## src/rtl/mode_arbiter.sv

```systemverilog
`default_nettype none
// ============================================================================
//  Module      : mode_arbiter
//  Description : Owns the watch/stopwatch mode select. A synchronized slide
//                switch (and optionally a UART 'M'/'m' byte) requests mode
//                changes. Every committed change is followed by a button
//                blanking window. Debounced button pulses are routed, one
//                clock later, only to the core that owns the current mode.
//  Options     : MODE_ARBITER_UART_EN - when defined, the UART toggle path is
//                built; otherwise the UART ports are accepted but unused.
//  Revision    : 1.0 - initial release
// ============================================================================
module mode_arbiter #(
   parameter int BLANK_CYCLES = 1_000_000   // blanking window length in clocks, >= 1
) (
   input  logic       clk,               // system clock, rising edge
   input  logic       rst,               // asynchronous reset, active low
   input  logic       sw_mode,           // raw slide switch, asynchronous
   input  logic       uart_rx_done,      // one-cycle strobe, byte valid
   input  logic [7:0] uart_rx_data,      // received byte
   input  logic       btnU,              // debounced one-cycle pulses
   input  logic       btnD,
   input  logic       btnL,
   input  logic       btnR,
   output logic       mode1,             // 1 = stopwatch, 0 = watch
   output logic       mode_changed,      // pulse on each committed change
   output logic       blanking,          // high while buttons are forced low
   output logic       o_watch_btnU,
   output logic       o_watch_btnD,
   output logic       o_watch_btnL,
   output logic       o_watch_btnR,
   output logic       o_stopwatch_btnL,
   output logic       o_stopwatch_btnR
);

   // Counter width: at least one bit, enough to hold BLANK_CYCLES-1.
   localparam int                 c_cnt_w    = (BLANK_CYCLES > 1) ? $clog2(BLANK_CYCLES) : 1;
   localparam logic [c_cnt_w-1:0] c_cnt_last = c_cnt_w'(BLANK_CYCLES - 1);

   typedef enum logic [1:0] {
      ST_WATCH     = 2'd0,
      ST_BLANK_SW  = 2'd1,
      ST_STOPWATCH = 2'd2,
      ST_BLANK_W   = 2'd3
   } state_t;

   // Registered state
   state_t              state_q,  state_d;
   logic [c_cnt_w-1:0]  cnt_q,    cnt_d;
   logic                sync1_q,  sync1_d;
   logic                sync2_q,  sync2_d;
   logic                sw_prev_q, sw_prev_d;
   logic                mode1_q,  mode1_d;
   logic                mode_changed_q, mode_changed_d;
   logic                blanking_q, blanking_d;
   logic                watch_u_q, watch_u_d;
   logic                watch_d_q, watch_d_d;
   logic                watch_l_q, watch_l_d;
   logic                watch_r_q, watch_r_d;
   logic                stop_l_q,  stop_l_d;
   logic                stop_r_q,  stop_r_d;

   // Request decode
   logic w_sw_rise;
   logic w_sw_fall;
   logic w_uart_toggle;
   logic w_req_stopwatch;
   logic w_req_watch;
   logic w_blank_now;
   logic w_blank_next;

   assign w_sw_rise =  sync2_q & ~sw_prev_q;
   assign w_sw_fall = ~sync2_q &  sw_prev_q;

`ifdef MODE_ARBITER_UART_EN
   assign w_uart_toggle = uart_rx_done &&
                          ((uart_rx_data == 8'h4D) || (uart_rx_data == 8'h6D));
`else
   // UART ports are kept for pin compatibility but carry no function here.
   logic w_uart_unused;
   assign w_uart_unused = uart_rx_done ^ (^uart_rx_data);
   assign w_uart_toggle = 1'b0;
`endif

   // Any switch edge takes priority over a UART toggle in the same cycle; an
   // edge that asks for the mode already held therefore blocks the UART too.
   assign w_req_stopwatch = w_sw_rise | (~w_sw_fall & w_uart_toggle);
   assign w_req_watch     = w_sw_fall | (~w_sw_rise & w_uart_toggle);

   assign w_blank_now  = (state_q == ST_BLANK_SW) || (state_q == ST_BLANK_W);

   // Next-state, counter, synchronizer and registered output computation
   always_comb begin
      sync1_d   = sw_mode;
      sync2_d   = sync1_q;
      sw_prev_d = sync2_q;
      state_d   = state_q;
      cnt_d     = cnt_q;

      unique case (state_q)
         ST_WATCH: begin
            if (w_req_stopwatch) begin
               state_d = ST_BLANK_SW;
               cnt_d   = '0;
            end
         end
         ST_STOPWATCH: begin
            if (w_req_watch) begin
               state_d = ST_BLANK_W;
               cnt_d   = '0;
            end
         end
         ST_BLANK_SW: begin
            if (cnt_q == c_cnt_last) begin
               state_d = ST_STOPWATCH;
            end else begin
               cnt_d = cnt_q + c_cnt_w'(1);
            end
         end
         ST_BLANK_W: begin
            if (cnt_q == c_cnt_last) begin
               state_d = ST_WATCH;
            end else begin
               cnt_d = cnt_q + c_cnt_w'(1);
            end
         end
         default: begin
            state_d = ST_WATCH;
            cnt_d   = '0;
         end
      endcase

      // Status outputs are registered alongside the state so they line up
      // with it exactly.
      w_blank_next   = (state_d == ST_BLANK_SW) || (state_d == ST_BLANK_W);
      mode1_d        = (state_d == ST_BLANK_SW) || (state_d == ST_STOPWATCH);
      blanking_d     = w_blank_next;
      mode_changed_d = w_blank_next & ~w_blank_now;

      // Buttons follow the owner of the current cycle, so a pulse coincident
      // with a mode request still reaches the outgoing owner.
      watch_u_d = 1'b0;
      watch_d_d = 1'b0;
      watch_l_d = 1'b0;
      watch_r_d = 1'b0;
      stop_l_d  = 1'b0;
      stop_r_d  = 1'b0;
      if (state_q == ST_WATCH) begin
         watch_u_d = btnU;
         watch_d_d = btnD;
         watch_l_d = btnL;
         watch_r_d = btnR;
      end else if (state_q == ST_STOPWATCH) begin
         stop_l_d  = btnL;
         stop_r_d  = btnR;
      end
   end

   // State, counter, synchronizer and output registers
   always_ff @(posedge clk or negedge rst) begin
      if (!rst) begin
         state_q        <= ST_WATCH;
         cnt_q          <= '0;
         sync1_q        <= 1'b0;
         sync2_q        <= 1'b0;
         sw_prev_q      <= 1'b0;
         mode1_q        <= 1'b0;
         mode_changed_q <= 1'b0;
         blanking_q     <= 1'b0;
         watch_u_q      <= 1'b0;
         watch_d_q      <= 1'b0;
         watch_l_q      <= 1'b0;
         watch_r_q      <= 1'b0;
         stop_l_q       <= 1'b0;
         stop_r_q       <= 1'b0;
      end else begin
         state_q        <= state_d;
         cnt_q          <= cnt_d;
         sync1_q        <= sync1_d;
         sync2_q        <= sync2_d;
         sw_prev_q      <= sw_prev_d;
         mode1_q        <= mode1_d;
         mode_changed_q <= mode_changed_d;
         blanking_q     <= blanking_d;
         watch_u_q      <= watch_u_d;
         watch_d_q      <= watch_d_d;
         watch_l_q      <= watch_l_d;
         watch_r_q      <= watch_r_d;
         stop_l_q       <= stop_l_d;
         stop_r_q       <= stop_r_d;
      end
   end

   assign mode1            = mode1_q;
   assign mode_changed     = mode_changed_q;
   assign blanking         = blanking_q;
   assign o_watch_btnU     = watch_u_q;
   assign o_watch_btnD     = watch_d_q;
   assign o_watch_btnL     = watch_l_q;
   assign o_watch_btnR     = watch_r_q;
   assign o_stopwatch_btnL = stop_l_q;
   assign o_stopwatch_btnR = stop_r_q;

endmodule
`default_nettype wire
```

## config.mk

```make
export PLATFORM = sky130hd
export DESIGN_NAME = mode_arbiter
export DESIGN_NICKNAME = d
export VERILOG_FILES = /design/src/rtl/mode_arbiter.sv
export SDC_FILE = /design/constraint.sdc
export NUM_CORES = 1
export LEC_CHECK = 0
export ABC_AREA = 1
export CAP_MARGIN = 25
export CORE_MARGIN = 4
export CORE_UTILIZATION = 30
export CTS_BUF_LIST = sky130_fd_sc_hd__clkbuf_8 sky130_fd_sc_hd__clkbuf_16
export CTS_CLUSTER_DIAMETER = 50
export DETAILED_ROUTE_END_ITERATION = 6
export GPL_ROUTABILITY_DRIVEN = 0
export GPL_TIMING_DRIVEN = 0
export PLACE_DENSITY = 0.57
export SETUP_SLACK_MARGIN = 0.4
export SLEW_MARGIN = 20
export SYNTH_ARGS = -nofsm -noshare
export SYNTH_HDL_FRONTEND = slang
export SYNTH_SLANG_ARGS = --single-unit
```

## constraint.sdc

```tcl
create_clock -name clk -period 4.9 [get_ports clk]
set_input_delay 0.98 -clock clk [delete_from_list [all_inputs] [get_ports clk]]
set_output_delay 0.98 -clock clk [all_outputs]
set_load 0.005 [all_outputs]
```

# == Yosys cells after proc, flatten, opt, wreduce, memory -nomap -nowiden ==
# Cells that the tools add are included.
# word_totals
regBits,34
in_bits,16
out_inout_bits,9
# op_classes
addsub,1
eq_ne,10
n_mux,17
bitwise,6
n_reduce_logical,6
# ops
operator,n
$mux 20,3
$pmux 20 s3,1
$add 20x1->20 const B,1
$eq 20x20->1 const B,1
$eq 2x2->1 const B,4
$mux 1,8
$mux 2,4
$pmux 2 s4,1
$ne 2x2->1 const B,3
$eq 2x1->1 const B,2
$and 1x1->1,3
$logic_or 1x1->1,3
$not 1->1,3
$reduce_and 3->1,1
$logic_not 2->1,1
$reduce_or 2->1,1

# == Longest topological paths before layout ==
# Gate-level depths: netlist of the first run.
# depth
ltp_word,7
depth_mapped,10
mapped_depth_nobuf,9

# == Least setup slack after synthesis of the first run ==
# OpenSTA, ideal clock, no wires.
# synth_timing
kind,flip-flop to flip-flop
startpoint,reg cnt_q[0]
endpoint,reg cnt_q[14]
arrival_time_ns,1.461
required_ns,4.784
path_slack_ns,3.323
stages_incl_launch_ff,10
n_path_buf,1
cell_sequence,dfrtp_1 ha_1 nand3_2 nor2_4 nand3b_1 nand2_2 nand2_2 buf_6 nand2_1 nand2_1
# synth_via
elab_chain_cells,3
word_cells_on_any_way,6
cone_classes,1 x add/sub; 2 x eq/ne; 2 x mux; 1 x reduce/logical
# synth_rtl
element,line,text
start: declaration,49,"logic [c_cnt_w-1:0] cnt_q, cnt_d;"
start signal: assignment,178,cnt_q <= cnt_d;
$add 20x1->20 / $eq 20x20->1 (equally long branches),n/a,
$mux 20 / $ne 2x2->1 (equally long branches),n/a,
$pmux 20 s3 / $reduce_and 3->1 (equally long branches),n/a,
# Parallel ways exist; a longest one is shown, timed or not. The select of a mux whose other input is x is not followed.
# A chain may end at the register's enable or synchronous reset.

# == Worst setup path after layout of the first run ==
# layout_timing
startpoint,"reg blanking_q, in the netlist blanking"
endpoint,out blanking
# layout_rtl
element,line,text
start: declaration,55,"logic blanking_q, blanking_d;"
start signal: assignment,184,blanking_q <= blanking_d;
end: declaration,27,"output logic blanking,"
# No word-level cell between the ends.

==> results.cfg, run 1 <==
[logic_synthesis]
yosys.cell_types.count = 25
postSynthAreaPerCell_um2 = 7.56
post-synth-top-area-fraction_pct = 45.1
synth_edf_count = 0
seq_area_frac_synth_pct = 45.1
synth_warnings = 0
instance_count_of_the_mapped_netlist = 242
synth_top_area_cell = sky130_fd_sc_hd__dfrtp_1
post_synth_design_cell_area_um2 = 1830
synthesis.nets = 259
ys_seq_elements = 33
ys.flop_type = sky130_fd_sc_hd__dfrtp_1
synth.area.top_cells = sky130_fd_sc_hd__dfrtp_1, sky130_fd_sc_hd__nand2_1, sky130_fd_sc_hd__nor2_1
postSynth.asyncResetShare_pct = 100

[route]
drt-total-wl_um = 3990
topRoutingLayerUsed = met4
vias = 1515
met3RoutedLength_um = 149
drc = 0
drtAntennaViolNets = 0
met2_wirelength_um = 1850
wl_cell_um = 11.7
first_pass_drt_iterations = 4
route.layer.met1.wl_um = 1920
vias_per_cell = 4.44
drt_iter0_markers = 119

[setup_path]
cp.required_ns = 3.92
crit_arrival_ns = 1.36
cp_slowest_stage_delay_ns = 0.57
cp.depth = 1
critical_path.top_delay_family = buffers and inverters
crit_path_end_kind = output port
critical_path.cell_chain = clkdlybuf4s50_1
rr_worst_depth = 9
timing_worst_setup_path_type = reg -> out
crit_path_max_fanout = 7
critical_path.startpoint_type = flop
path_buf_inv = 1
worst_path_max_delay_cell = sky130_fd_sc_hd__clkdlybuf4s50_1

[die]
floorplan.die_area_um2 = 7420
floorplan.initialDensity_pct = 30.9
die_h_um = 86.1
core.rowCount = 28
floorplan.io_pins = 25
floorplan.core_area_um2 = 5920
die-width_um = 86.1

[global_routing]
grt_pass1_vias = 1529
grt_max_degree = 24
grt_pass1_wl_um = 7350
groute.usage.overall_pct = 12.5
antenna_found_initial = 0
total_overflow_reported_by_the_global_router = 0

[sta]
fin_crit_sh_pct = 47.8
rsz0062_at_grt = false
worst_slew_pin_tran_ns = 0.559
relSlewSlack_pct = 62.7
finalSetupViolCount = 0
final.min_clock_period_ns = 2.34
clock-skew-final_ns = 0.00568
max_freq_mhz = 427
finalMaxSlewViolations = 0
timing.setup.tns_ns = 0
report.final.hold_viol_count = 0

[layout]
antenna-diode-count = 0
synthToLayoutAreaGrowth_pct = 21.1
finalNetCount = 282
final_cell_count_no_fill = 341
final_layout_size_suffix_gt1_share_pct = 12.8

[power]
worst_ir_drop_vdd_mv = 0.168
combPwrFrac_pct = 18.6
clock_power_share_pct = 35.9
cell_leakage_power_nw = 0.951
register_share_of_total_power_pct = 45.5
switching_power_total_w = 0.000226
power.internal_w = 0.000522
power.switching_fraction_pct = 30.2
powerDensity_nw_per_um2 = 337

[cts]
cts_max_path_buffers = 2
tritoncts = yes
clock_tree.root_cell = sky130_fd_sc_hd__clkbuf_8
cts_made_buffers = 5
clkSinkCount = 33
clk_latency_ns = 0.29
cts.htree.levels = 2
postCtsSetupBuffers = 0
ctsResizeCount = 0
cts.clk_slew.worst_paths_ns = 0.07
holdBufCountCts = 0

[placement]
buffer_ports.inserted = 15
dp.final_hpwl_um = 3100
dp_cells = 333

[worst_hold_path]
hold_path_class = reg -> reg
timing.hold.worst_path_depth = 0

[run]
drv_cap = 0

[run_status]
run_status = finished clean
## synthesized netlist by cell type (3+ instances only)
cell / number
sky130_fd_sc_hd__o21ai_0: 6
sky130_fd_sc_hd__o21ai_2: 8
sky130_fd_sc_hd__xor2_1: 8
sky130_fd_sc_hd__inv_2: 3
sky130_fd_sc_hd__nand2_1: 72
sky130_fd_sc_hd__nor2_1: 44
sky130_fd_sc_hd__nand3_2: 3
sky130_fd_sc_hd__nand3_1: 19
sky130_fd_sc_hd__dfrtp_1: 33
sky130_fd_sc_hd__nand2_2: 3
sky130_fd_sc_hd__o21ai_1: 3
sky130_fd_sc_hd__inv_1: 23
## cell type report
type	instances	area (um^2)
Clock buffer	6	82.6
Buffer	3	26.3
Inverter	26	97.6
Sequential cell	33	826
Timing Repair Buffer	16	173
Fill cell	623	3700
Multi-Input combinational cell	180	881
Clock inverter	2	37.5
Tap cell	75	93.8
## metrics by stage
stage | utilization [%] | worst slack (ns) | instance area [um^2] | total power (W) | hold WS, ns
finish | 37.4 | 2.56 | 2220 | 0.000748 | 0.358
floorplan | - | 3.32 | 1830 | 0.000433 | 0.331
global route | 37.4 | 2.49 | 2220 | 0.000797 | 0.374
CTS | 37.4 | 2.54 | 2220 | 0.000756 | 0.365
detailed placement | 35.4 | 2.86 | 2100 | 0.000487 | 0.348
global placement | 35.0 | 2.14 | 2070 | 0.000479 | 0.333
## placed cells by master, fill, tap and decap left out, drive strengths merged
cell,Yosys,final
nand2,77,77
nor2,46,46
dfrtp,33,33
inv,26,26
nand3,22,22
o21ai,17,17
clkdlybuf4s50,0,14
xor2,8,8
clkbuf,1,7
buf,2,4
nand4,2,2
nand3b,2,2
nor3,1,1
a21oi,1,1
o22ai,1,1
o21bai,1,1
xnor2,1,1
ha,1,1
clkinvlp,0,1
bufinv,0,1
## kinds of logic after synthesis
group           synth area share [%]
compound gates                  7.52
fa+ha+maj                      0.683
flops                           45.1
buf+inv                         6.77
simple gates                    35.6
xor+xnor                        4.31
## power groups by stage
| stage | clock network [W] | logic [W] | registers, W |
|---|---|---|---|
| after global placement | 0 | 0.000137 | 0.000342 |
| after floorplan | 0 | 0.0000986 | 0.000335 |
| after global routing | 0.000290 | 0.000163 | 0.000345 |
| after CTS | 0.000274 | 0.000142 | 0.000339 |
| after detailed placement | 0 | 0.000142 | 0.000345 |
| final | 0.000269 | 0.000139 | 0.000340 |
## flip-flops by register name, indices dropped and copies added, names as in the netlist
name	cells
o_watch_btnR	1
o_watch_btnD	1
mode1	1
o_watch_btnL	1
sw_prev_q	1
sync1_q	1
o_stopwatch_btnL	1
state_q	1
o_stopwatch_btnR	1
cnt_q	20
sw_prev_d	1
blanking	1
mode_changed	1
o_watch_btnU	1
## routing by layer
metal / GRT usage, % / up-vias
li1: - / 800
met5: 0 / -
met4: 4.75 / 0
met3: 2.59 / 5
met1: 16.7 / 688
met2: 19.8 / 22
## worst paths after layout
| check | start | to | slack [ns] |
|---|---|---|---|
| min in group asynchronous | rst | cnt_q[3]$_DFFE_PN0P_ | 0.57 |
| max in group asynchronous | rst | cnt_q[7]$_DFFE_PN0P_ | 3.91 |
| max | blanking$_DFF_PN0_ | blanking | 2.56 |
| min | sync1_q$_DFF_PN0_ | sw_prev_d$_DFF_PN0_ | 0.36 |
| min reg2reg | sync1_q$_DFF_PN0_ | sw_prev_d$_DFF_PN0_ | 0.36 |
| max reg2reg | cnt_q[0]$_DFFE_PN0P_ | cnt_q[18]$_DFFE_PN0P_ | 3.00 |
Power figures use the tool's default switching activity.
==> run 2, diff against run 1 <==
- PLACE_DENSITY: 0.57 -> 0.59
- clock period: 4.9 -> 2 ns (I/O delays scaled with it)
==> run 2 against run 1 <==
Sequential cell count unchanged. Total power increased to 2.7 times the previous value. Via count rose by 5.9%. Non-clock buffer count rose by 8. Setup slack got worse by 2.1 ns. Utilization grew 2.5 points. Hold slack worse by 0.0055 ns. Wire length increased by 11%. Die area is the same. Clock power rose to 2.8 times the previous value. Critical path type is now reg -> reg. Largest cell class unchanged.
==> results.cfg, run 2 (synthesis gave the netlist of run 1 again) <==
[sta]
worst_slew_pin_tran_ns = 0.563
max_freq_mhz = 653
finalHoldWorstSlack_ns = 0.353
finalMaxSlewViolations = 0
relSlewSlack_pct = 62.5
report.final.hold_viol_count = 0
fin_crit_sh_pct = 76.6
final.min_clock_period_ns = 1.53
clock-skew-final_ns = 0.00685
finalSetupViolCount = 0
timing.setup.tns_ns = 0
rsz0062_at_grt = true

[die]
floorplan.initialDensity_pct = 30.9
core.rowCount = 28
die_h_um = 86.1
floorplan.core_area_um2 = 5920
floorplan.die_area_um2 = 7420
floorplan.io_pins = 25
die-width_um = 86.1

[setup_path]
crit_path_max_fanout = 10
crit_path_end_kind = flop
path_buf_inv = 1
critical_path.top_delay_family = simple AND/OR/NAND/NOR gates
crit_arrival_ns = 1.72
timing_worst_setup_path_type = reg -> reg
r2r_start = cnt_q[1]$_DFFE_PN0P_
worst_path_max_delay_cell = sky130_fd_sc_hd__dfrtp_2
critical_path.startpoint = cnt_q[1]$_DFFE_PN0P_
cp_slowest_stage_delay_ns = 0.42
critical_path.startpoint_type = flop
critical_path.cell_chain = ha_4, nand3_4, nor2_4, nand3b_1, nand2_2, nand2_4, buf_12, nand3_2, nand2_1
cp.required_ns = 2.18

[placement]
dp.final_hpwl_um = 3150
placed_area_um2 = 2100
buffer_ports.inserted = 15

[power]
powerDensity_nw_per_um2 = 866
worst_ir_drop_vdd_mv = 0.622
totalPowerFinal_w = 0.00205
cell_leakage_power_nw = 1.00

[route]
wl_cell_um = 12.7
vias_per_cell = 4.60
drt-total-wl_um = 4430
vias = 1605
first_pass_drt_iterations = 4
drc = 0
drtAntennaViolNets = 0
drt_iter0_markers = 96

[layout]
largest_register_ffs = 20
layout.cells.most_common = sky130_fd_sc_hd__nand2_1
mostFrequentLayoutCells = sky130_fd_sc_hd__nand2_1, sky130_fd_sc_hd__nor2_1, sky130_fd_sc_hd__dfrtp_1
regArea_um2 = 837
multi_input_comb_area_um2 = 921
num-fill-cells = 597
antenna-diode-count = 0
synthToLayoutAreaGrowth_pct = 29.3
fin_area_um2 = 2370
finalNetCount = 290
largest_register = cnt_q
final_layout_size_suffix_gt1_share_pct = 20.4

[global_routing]
antenna_found_initial = 0
groute.usage.overall_pct = 13.0
grt_pass1_wl_um = 7510
total_overflow_reported_by_the_global_router = 0
grt_pass1_vias = 1574
grt_max_degree = 24

[cts]
cts.htree.levels = 2
tritoncts = yes
clk_latency_ns = 0.29
clock_tree.root_cell = sky130_fd_sc_hd__clkbuf_8
clkSinkCount = 33
cts_made_buffers = 5
cts_max_path_buffers = 2
cts.clk_slew.worst_paths_ns = 0.08

[run]
drv_cap = 0

[worst_hold_path]
hold_path_startpoint = sync1_q$_DFF_PN0_
hold_path_class = reg -> reg

[run_status]
run_status = finished clean
## run 2: per-stage QoR
step / instances / setup slack, ns / utilization, %
floorplan: 242 / 0.423 / -
detailed placement: 333 / 0.104 / 35.4
finish: 349 / 0.468 / 40.0
CTS: 345 / 0.400 / 38.5
global route: 349 / 0.378 / 40.0
global placement: 332 / -0.208 / 35.0
## run 2: worst paths after layout
kind	end	slack, ns	depth (start not counted)
setup / recovery	cnt_q[18]$_DFFE_PN0P_	0.47	9
hold / removal	sw_prev_d$_DFF_PN0_	0.35	0
setup reg to reg	cnt_q[18]$_DFFE_PN0P_	0.47	9
hold reg to reg	sw_prev_d$_DFF_PN0_	0.35	0
max in group asynchronous	cnt_q[7]$_DFFE_PN0P_	1.05	3
min in group asynchronous	cnt_q[2]$_DFFE_PN0P_	0.53	2
## run 2: what timing repair did
action | in CTS | in global routing
endpoints found under the setup margin | 20 | 19
endpoints found under the hold margin | 10 | 0
buffers inserted | 3 | 4
hold buffers | 1 | 0
gates resized for setup | 6 | 17
pin swaps | 2 | 3
## run 2: layout make-up
class                      count  share of cell area [%]
clock buffer                   5                    2.91
sequential                    33                    35.4
multi-input combinational    180                    38.9
tap                           75                    3.96
inverter                      26                    4.23
clock inverter                 3                    2.75
timing repair buffer          24                    10.4
buffer                         3                    1.48
## run 2: per-layer routing
metal	part of all wire (%)	GRT usage [%]
met1	44	16.3
met2	49	21.3
met3	4.6	3.46
met4	2.0	5.18
met5	0	0
## run 2: where the power goes
group	switching (W)	internal, W	total [W]
Sequential	0.0000995	0.000743	0.000842
Clock	0.000263	0.000495	0.000759
Combinational	0.000248	0.000201	0.000449
Total	0.000611	0.00144	0.00205
## run 2: worst reg2reg max path: stages, from the launching register on
cell	delay, ns
sky130_fd_sc_hd__dfrtp_2	0.42
sky130_fd_sc_hd__ha_4	0.18
sky130_fd_sc_hd__nand3_4	0.10
sky130_fd_sc_hd__nor2_4	0.11
sky130_fd_sc_hd__nand3b_1	0.14
sky130_fd_sc_hd__nand2_2	0.14
sky130_fd_sc_hd__nand2_4	0.08
sky130_fd_sc_hd__buf_12	0.15
sky130_fd_sc_hd__nand3_2	0.05
sky130_fd_sc_hd__nand2_1	0.05
==> run 3, diff against run 2 <==
- PLACE_DENSITY: 0.59 -> 0.57
- clock period: 2 -> 1.5 ns (I/O delays scaled with it)
==> run 3 against run 2 <==
Fmax increased by 2.4%. Via count rose by 4.7%. Hold slack improved by 0.0025 ns. Largest cell class unchanged.
==> results.cfg, run 3 (synthesis gave the netlist of run 1 again) <==
[die]
floorplan.die_area_um2 = 7420
core.rowCount = 28
floorplan.core_area_um2 = 5920
die-width_um = 86.1
floorplan.io_pins = 25
floorplan.initialDensity_pct = 30.9
die_h_um = 86.1

[sta]
fin_crit_sh_pct = 99.8
worst_slew_pin_tran_ns = 0.287
finalSetupViolCount = 0
clock-skew-final_ns = 0.00601
finalMaxSlewViolations = 0
report.final.hold_viol_count = 0
final.min_clock_period_ns = 1.50
rsz0062_at_grt = true
relSlewSlack_pct = 80.8
finalHoldWorstSlack_ns = 0.355
max_freq_mhz = 668

[global_routing]
groute.usage.overall_pct = 13.1
total_overflow_reported_by_the_global_router = 0
grt_max_degree = 26
antenna_found_initial = 0
grt_pass1_wl_um = 7600
grt_pass1_vias = 1521

[layout]
layout.cells.most_common = sky130_fd_sc_hd__nand2_1
antenna-diode-count = 0
mostFrequentLayoutCells = sky130_fd_sc_hd__nand2_1, sky130_fd_sc_hd__nor2_1, sky130_fd_sc_hd__inv_1, sky130_fd_sc_hd__dfrtp_1, sky130_fd_sc_hd__buf_4
finalNetCount = 309
final_cell_count_no_fill = 368
largest_register_ffs = 20
synthToLayoutAreaGrowth_pct = 42.6
largest_register = cnt_q
final_layout_size_suffix_gt1_share_pct = 38.2
finalCoreUtilization_pct = 44.1

[cts]
cts.htree.levels = 2
tritoncts = yes
clock_tree.root_cell = sky130_fd_sc_hd__clkbuf_8
clk_latency_ns = 0.29
cts.clk_slew.worst_paths_ns = 0.07
cts_max_path_buffers = 2
cts_made_buffers = 5
clkSinkCount = 33

[route]
drtAntennaViolNets = 0
vias = 1681
vias_per_cell = 4.57
drc = 0
first_pass_drt_iterations = 4
wl_cell_um = 12.5
drt-total-wl_um = 4610
drt_iter0_markers = 89

[power]
cell_leakage_power_nw = 1.17
totalPowerFinal_w = 0.00271
powerDensity_nw_per_um2 = 1040
worst_ir_drop_vdd_mv = 0.601

[setup_path]
reg2reg_setup_slack_ns = 0.004
crit_arrival_ns = 1.72
critical_path.startpoint_type = flop
r2r_start = cnt_q[8]$_DFFE_PN0P_
worst_r2r_endpoint = cnt_q[14]$_DFFE_PN0P_
crit_path_max_fanout = 5
crit_path_end = cnt_q[14]$_DFFE_PN0P_
critical_path.startpoint = cnt_q[8]$_DFFE_PN0P_
crit_path_end_kind = flop
timing_worst_setup_path_type = reg -> reg
rr_worst_depth = 8
cp.required_ns = 1.73

[placement]
dp.final_hpwl_um = 3070
buffer_ports.inserted = 15
dp_cells = 333

[run_status]
run_status = finished clean

[run]
drv_cap = 0

[worst_hold_path]
hold_path_class = reg -> reg
[run 3: cell count changes in the layout (fill, tap and decap cells not counted), moves of 3 or more]
cell / before / now
sky130_fd_sc_hd__nor2_1: 40 / 36
sky130_fd_sc_hd__o21ai_0: 6 / 2
sky130_fd_sc_hd__nand2_4: 3 / 6
sky130_fd_sc_hd__nand2_2: 2 / 11
sky130_fd_sc_hd__clkdlybuf4s50_1: 13 / 5
sky130_fd_sc_hd__nand2_1: 72 / 60
sky130_fd_sc_hd__buf_4: 6 / 19
sky130_fd_sc_hd__o21ai_2: 8 / 11
sky130_fd_sc_hd__buf_2: 1 / 10
sky130_fd_sc_hd__dfrtp_2: 9 / 12
sky130_fd_sc_hd__dfrtp_1: 24 / 21
[run 3: report_power, final]
group | leakage [nW] | internal (W) | switching (W)
Clock | 0.0574 | 0.000540 | 0.000350
Sequential | 0.417 | 0.000985 | 0.000120
Combinational | 0.696 | 0.000334 | 0.000384
Total | 1.17 | 0.00186 | 0.000854
[run 3: critical path, stage by stage (launching register included)]
cell and delay, ns:
sky130_fd_sc_hd__dfrtp_2 0.46, sky130_fd_sc_hd__nor2_1 0.17, sky130_fd_sc_hd__nand3_1 0.15, sky130_fd_sc_hd__nor2_4 0.17, sky130_fd_sc_hd__nand3_4 0.10, sky130_fd_sc_hd__nand2_4 0.11
sky130_fd_sc_hd__clkbuf_16 0.16, sky130_fd_sc_hd__nand2_1 0.05, sky130_fd_sc_hd__nand2_1 0.06
[run 3: routing by layer]
metal | wire length [um] | vias to the layer above | GRT usage (%)
met2 | 2250 | 35 | 20.4
met1 | 2100 | 785 | 17.9
met4 | 8 | 0 | 3.88
met5 | 0 | - | 0
li1 | - | 859 | -
met3 | 256 | 2 | 3.55
[run 3: worst min path at each step]
| stage | startpoint | to | slack, ns | cells past startpoint |
|---|---|---|---|---|
| floorplan | rst | blanking$_DFF_PN0_ | 0.004 | 0 |
| global placement | sync1_q$_DFF_PN0_ | sw_prev_d$_DFF_PN0_ | 0.34 | 0 |
| detailed placement | rst | cnt_q[1]$_DFFE_PN0P_ | 0.19 | 1 |
| CTS | sync1_q$_DFF_PN0_ | sw_prev_d$_DFF_PN0_ | 0.36 | 0 |
| global route | sync1_q$_DFF_PN0_ | sw_prev_d$_DFF_PN0_ | 0.36 | 0 |
| finish | sync1_q$_DFF_PN0_ | sw_prev_d$_DFF_PN0_ | 0.36 | 0 |
[run 3: cell type report]
class / count / area [um^2]
fill: 577 / 3310
multi-input combinational: 180 / 1020
inverter: 26 / 100
clock inverter: 2 / 37.5
buffer: 3 / 35.0
sequential: 33 / 841
clock buffer: 6 / 82.6
timing repair buffer: 43 / 399
tap: 75 / 93.8
[run 3: stage by stage]
step / worst slack [ns] / TNS (ns) / area [um^2]
floorplan: 0.0942 / 0 / 1870
global placement: -0.769 / -22.60 / 2110
detailed placement: -0.159 / -1.27 / 2120
CTS: 0.0400 / 0 / 2470
global route: -0.0797 / -1.06 / 2610
finish: 0.00358 / 0 / 2610
[run 3: timing repair]
action / 4_1_cts / 5_1_grt
cloned: 1 / 1
buffers inserted: 15 / 9
pin swaps: 10 / 7
gates resized for setup: 68 / 19
endpoints found under the hold margin: 8 / 0
setup endpoints to repair: 33 / 32
hold buffers: 1 / 0
==> RTL edit, RTL diff (settings of run 2) <==
Add an input register stage for `sw_mode`, `btnU`, `btnD`, `btnL` and `btnR`, cleared by the reset; this delays them by one clock. The other inputs are not delayed to match.
--- a/src/rtl/mode_arbiter.sv
+++ b/src/rtl/mode_arbiter.sv
@@ -44,6 +44,28 @@
       ST_BLANK_W   = 2'd3
    } state_t;
 
+   logic sw_mode_q;
+   logic btnU_q;
+   logic btnD_q;
+   logic btnL_q;
+   logic btnR_q;
+
+   always_ff @(posedge clk or negedge rst) begin
+      if (!rst) begin
+         sw_mode_q <= '0;
+         btnU_q    <= '0;
+         btnD_q    <= '0;
+         btnL_q    <= '0;
+         btnR_q    <= '0;
+      end else begin
+         sw_mode_q <= sw_mode;
+         btnU_q    <= btnU;
+         btnD_q    <= btnD;
+         btnL_q    <= btnL;
+         btnR_q    <= btnR;
+      end
+   end
+
    // Registered state
    state_t              state_q,  state_d;
    logic [c_cnt_w-1:0]  cnt_q,    cnt_d;
@@ -91,7 +113,7 @@
 
    // Next-state, counter, synchronizer and registered output computation
    always_comb begin
-      sync1_d   = sw_mode;
+      sync1_d   = sw_mode_q;
       sync2_d   = sync1_q;
       sw_prev_d = sync2_q;
       state_d   = state_q;
@@ -146,13 +168,13 @@
       stop_l_d  = 1'b0;
       stop_r_d  = 1'b0;
       if (state_q == ST_WATCH) begin
-         watch_u_d = btnU;
-         watch_d_d = btnD;
-         watch_l_d = btnL;
-         watch_r_d = btnR;
+         watch_u_d = btnU_q;
+         watch_d_d = btnD_q;
+         watch_l_d = btnL_q;
+         watch_r_d = btnR_q;
       end else if (state_q == ST_STOPWATCH) begin
-         stop_l_d  = btnL;
-         stop_r_d  = btnR;
+         stop_l_d  = btnL_q;
+         stop_r_d  = btnR_q;
       end
    end
 
Behaviour: not the same (a bounded check fails within 4 cycles, from zero or initial values and one cycle with rst low).
==> RTL edit against run 2 <==
- non-clock buffer count increased by 5
- synthesized area increased by 6.8%
- setup slack got worse by 0.0013 ns
- sequential cell count increased by 5
- power decreased by 3.3%
- cell area increased by 5.1%
- fmax about the same
- routed wire length decreased by 0.99%
==> RTL edit: results (changes against run 2) <==
YS warnings 0 (unchanged); worst hold start sw_mode_q$_DFF_PN0_ (was sync1_q$_DFF_PN0_); Post-synth top cells 72 x nand2_1, 44 x nor2_1, 38 x dfrtp_1 (was 72 x nand2_1, 44 x nor2_1, 33 x dfrtp_1); status finished clean (unchanged); Arrival @ worst endpoint 1.13 ns (was 1.72 ns); max-slew violation count 0 (unchanged); Synth async-reset ratio 1.00 (unchanged); Fin Clk Skew 0.00614 ns (was 0.00685 ns); Mapped Nets 264 (was 259); number of global-route vias before repair 1612 (was 1574); clk_lat worst skew 0.30 ns; number of diodes 0 (unchanged); Hold WC Path Type flop to flop (unchanged); synth top area cells dfrtp_1 49%, nand2_1 14%, nor2_1 8.4%, nand3_1 4.9%, inv_1 4.4% (was dfrtp_1 45%, nand2_1 15%, nor2_1 9.0%, nand3_1 5.2%, inv_1 4.7%); initial antenna violation count 0 (unchanged); Crit-path slowest cell clkdlybuf4s50_1 (was dfrtp_2); first-pass GRT wire length 7610 um (was 7510 um); Nets 300 (was 290); Area after DPL 2220 um2 (was 2100 um2); Least-Margin Pin Slew 0.560 ns (was 0.563 ns); Crit path largest cell delay 0.49 ns (was 0.42 ns); Crit. Startpoint o_watch_btnD$_DFF_PN0_ (was cnt_q[1]$_DFFE_PN0P_); I/O Buffers 15 (unchanged); part of the Yosys area used for sequential elements 0.486 (was 0.451); Hold Path Stages 0 (unchanged); routed vias 1662 (was 1605); FF-to-FF Start cnt_q[1]$_DFFE_PN0P_ (unchanged); crit-path max FO 1 (was 10); CP delay by family, top buffers and inverters (was simple AND/OR/NAND/NOR gates); vias per cell 4.60 (about the same); initial DRC count 175 (was 96); post-synth cell types 25 (unchanged); H-Tree Level Count 2 (unchanged); Biggest register cnt_q (unchanged); largest net degree at the start of global routing 29 (was 24); placed cell count 340 (was 333); Max VDD drop 0.318 mV (was 0.622 mV); number of cells produced by synthesis 247 (was 242); All-Layer GR Usage 0.127 (was 0.130); Reg2Reg Depth 9 (unchanged); drt total wl 4390 um (was 4430 um); Setup WS pre-CTS 0.130 ns (was 0.104 ns); layout cells sized above 1 0.229 (was 0.204); Worst-path clk slew 0.08 ns (about the same); total CTS buffers 5 (unchanged); CTS root buffer clkbuf_8 (unchanged); Longest Clk Path Bufs 2 (unchanged); detailed placer's ending HPWL 3110 um (was 3150 um); Leak 1.05 nW (was 1.00 nW); First-pass DRT Iterations 5 (was 4); max FFs per register 20 (unchanged); Synth Flop Type dfrtp_1 (unchanged)
RTL edit: cell count changes after synthesis, sizes merged:
cell / run 2 / this run
dfrtp: 33 / 38
RTL edit: cell type report:
type	count	area, um2
clock buffers	6	82.6
clock inverters	2	12.5
inverters	26	100
repair buffers	29	264
well taps	77	96.3
multi-input cells	180	935
plain buffers	3	33.8
fillers	617	3860
flip-flops and latches	38	963
RTL edit: report_power, final:
| part | switching (W) | internal [W] | leakage [nW] |
|---|---|---|---|
| Combinational | 0.000264 | 0.000225 | 0.528 |
| Sequential | 0.0000866 | 0.000843 | 0.479 |
| Clock | 0.000286 | 0.000277 | 0.0472 |
RTL edit: repair_timing:
item                                    in CTS  in global routing
endpoints found under the hold margin       10                  0
endpoints found under the setup margin      20                 19
setup buffers                                4                  8
hold buffers                                 1                  0
resized for setup                            5                 22
pin swaps                                    1                  3
RTL edit: per-layer routing:
layer | up-vias | track usage | part of all wire
li1 | 840 | - | -
met1 | 774 | 0.163 | 0.47
met2 | 41 | 0.205 | 0.48
met3 | 7 | 0.0307 | 0.039
met4 | 0 | 0.0522 | 0.017
met5 | - | 0 | 0
RTL edit: logic make-up after synthesis:
family,after synthesis,synth area share
fa+ha+maj,1,0.00640
buf+inv,29,0.0633
xor+xnor,9,0.0403
compound gates,20,0.0704
flops,38,0.486
simple gates,150,0.333
RTL edit: path summary, 6_finish.rpt:
check                           slack [ns]                     to
worst max register to register        0.50   cnt_q[9]$_DFFE_PN0P_
worst min register to register        0.35      sync1_q$_DFF_PN0_
min in group asynchronous             0.50   cnt_q[2]$_DFFE_PN0P_
max in group asynchronous             1.05  cnt_q[17]$_DFFE_PN0P_
worst min-delay path                  0.35      sync1_q$_DFF_PN0_
worst max-delay path                  0.47           o_watch_btnD
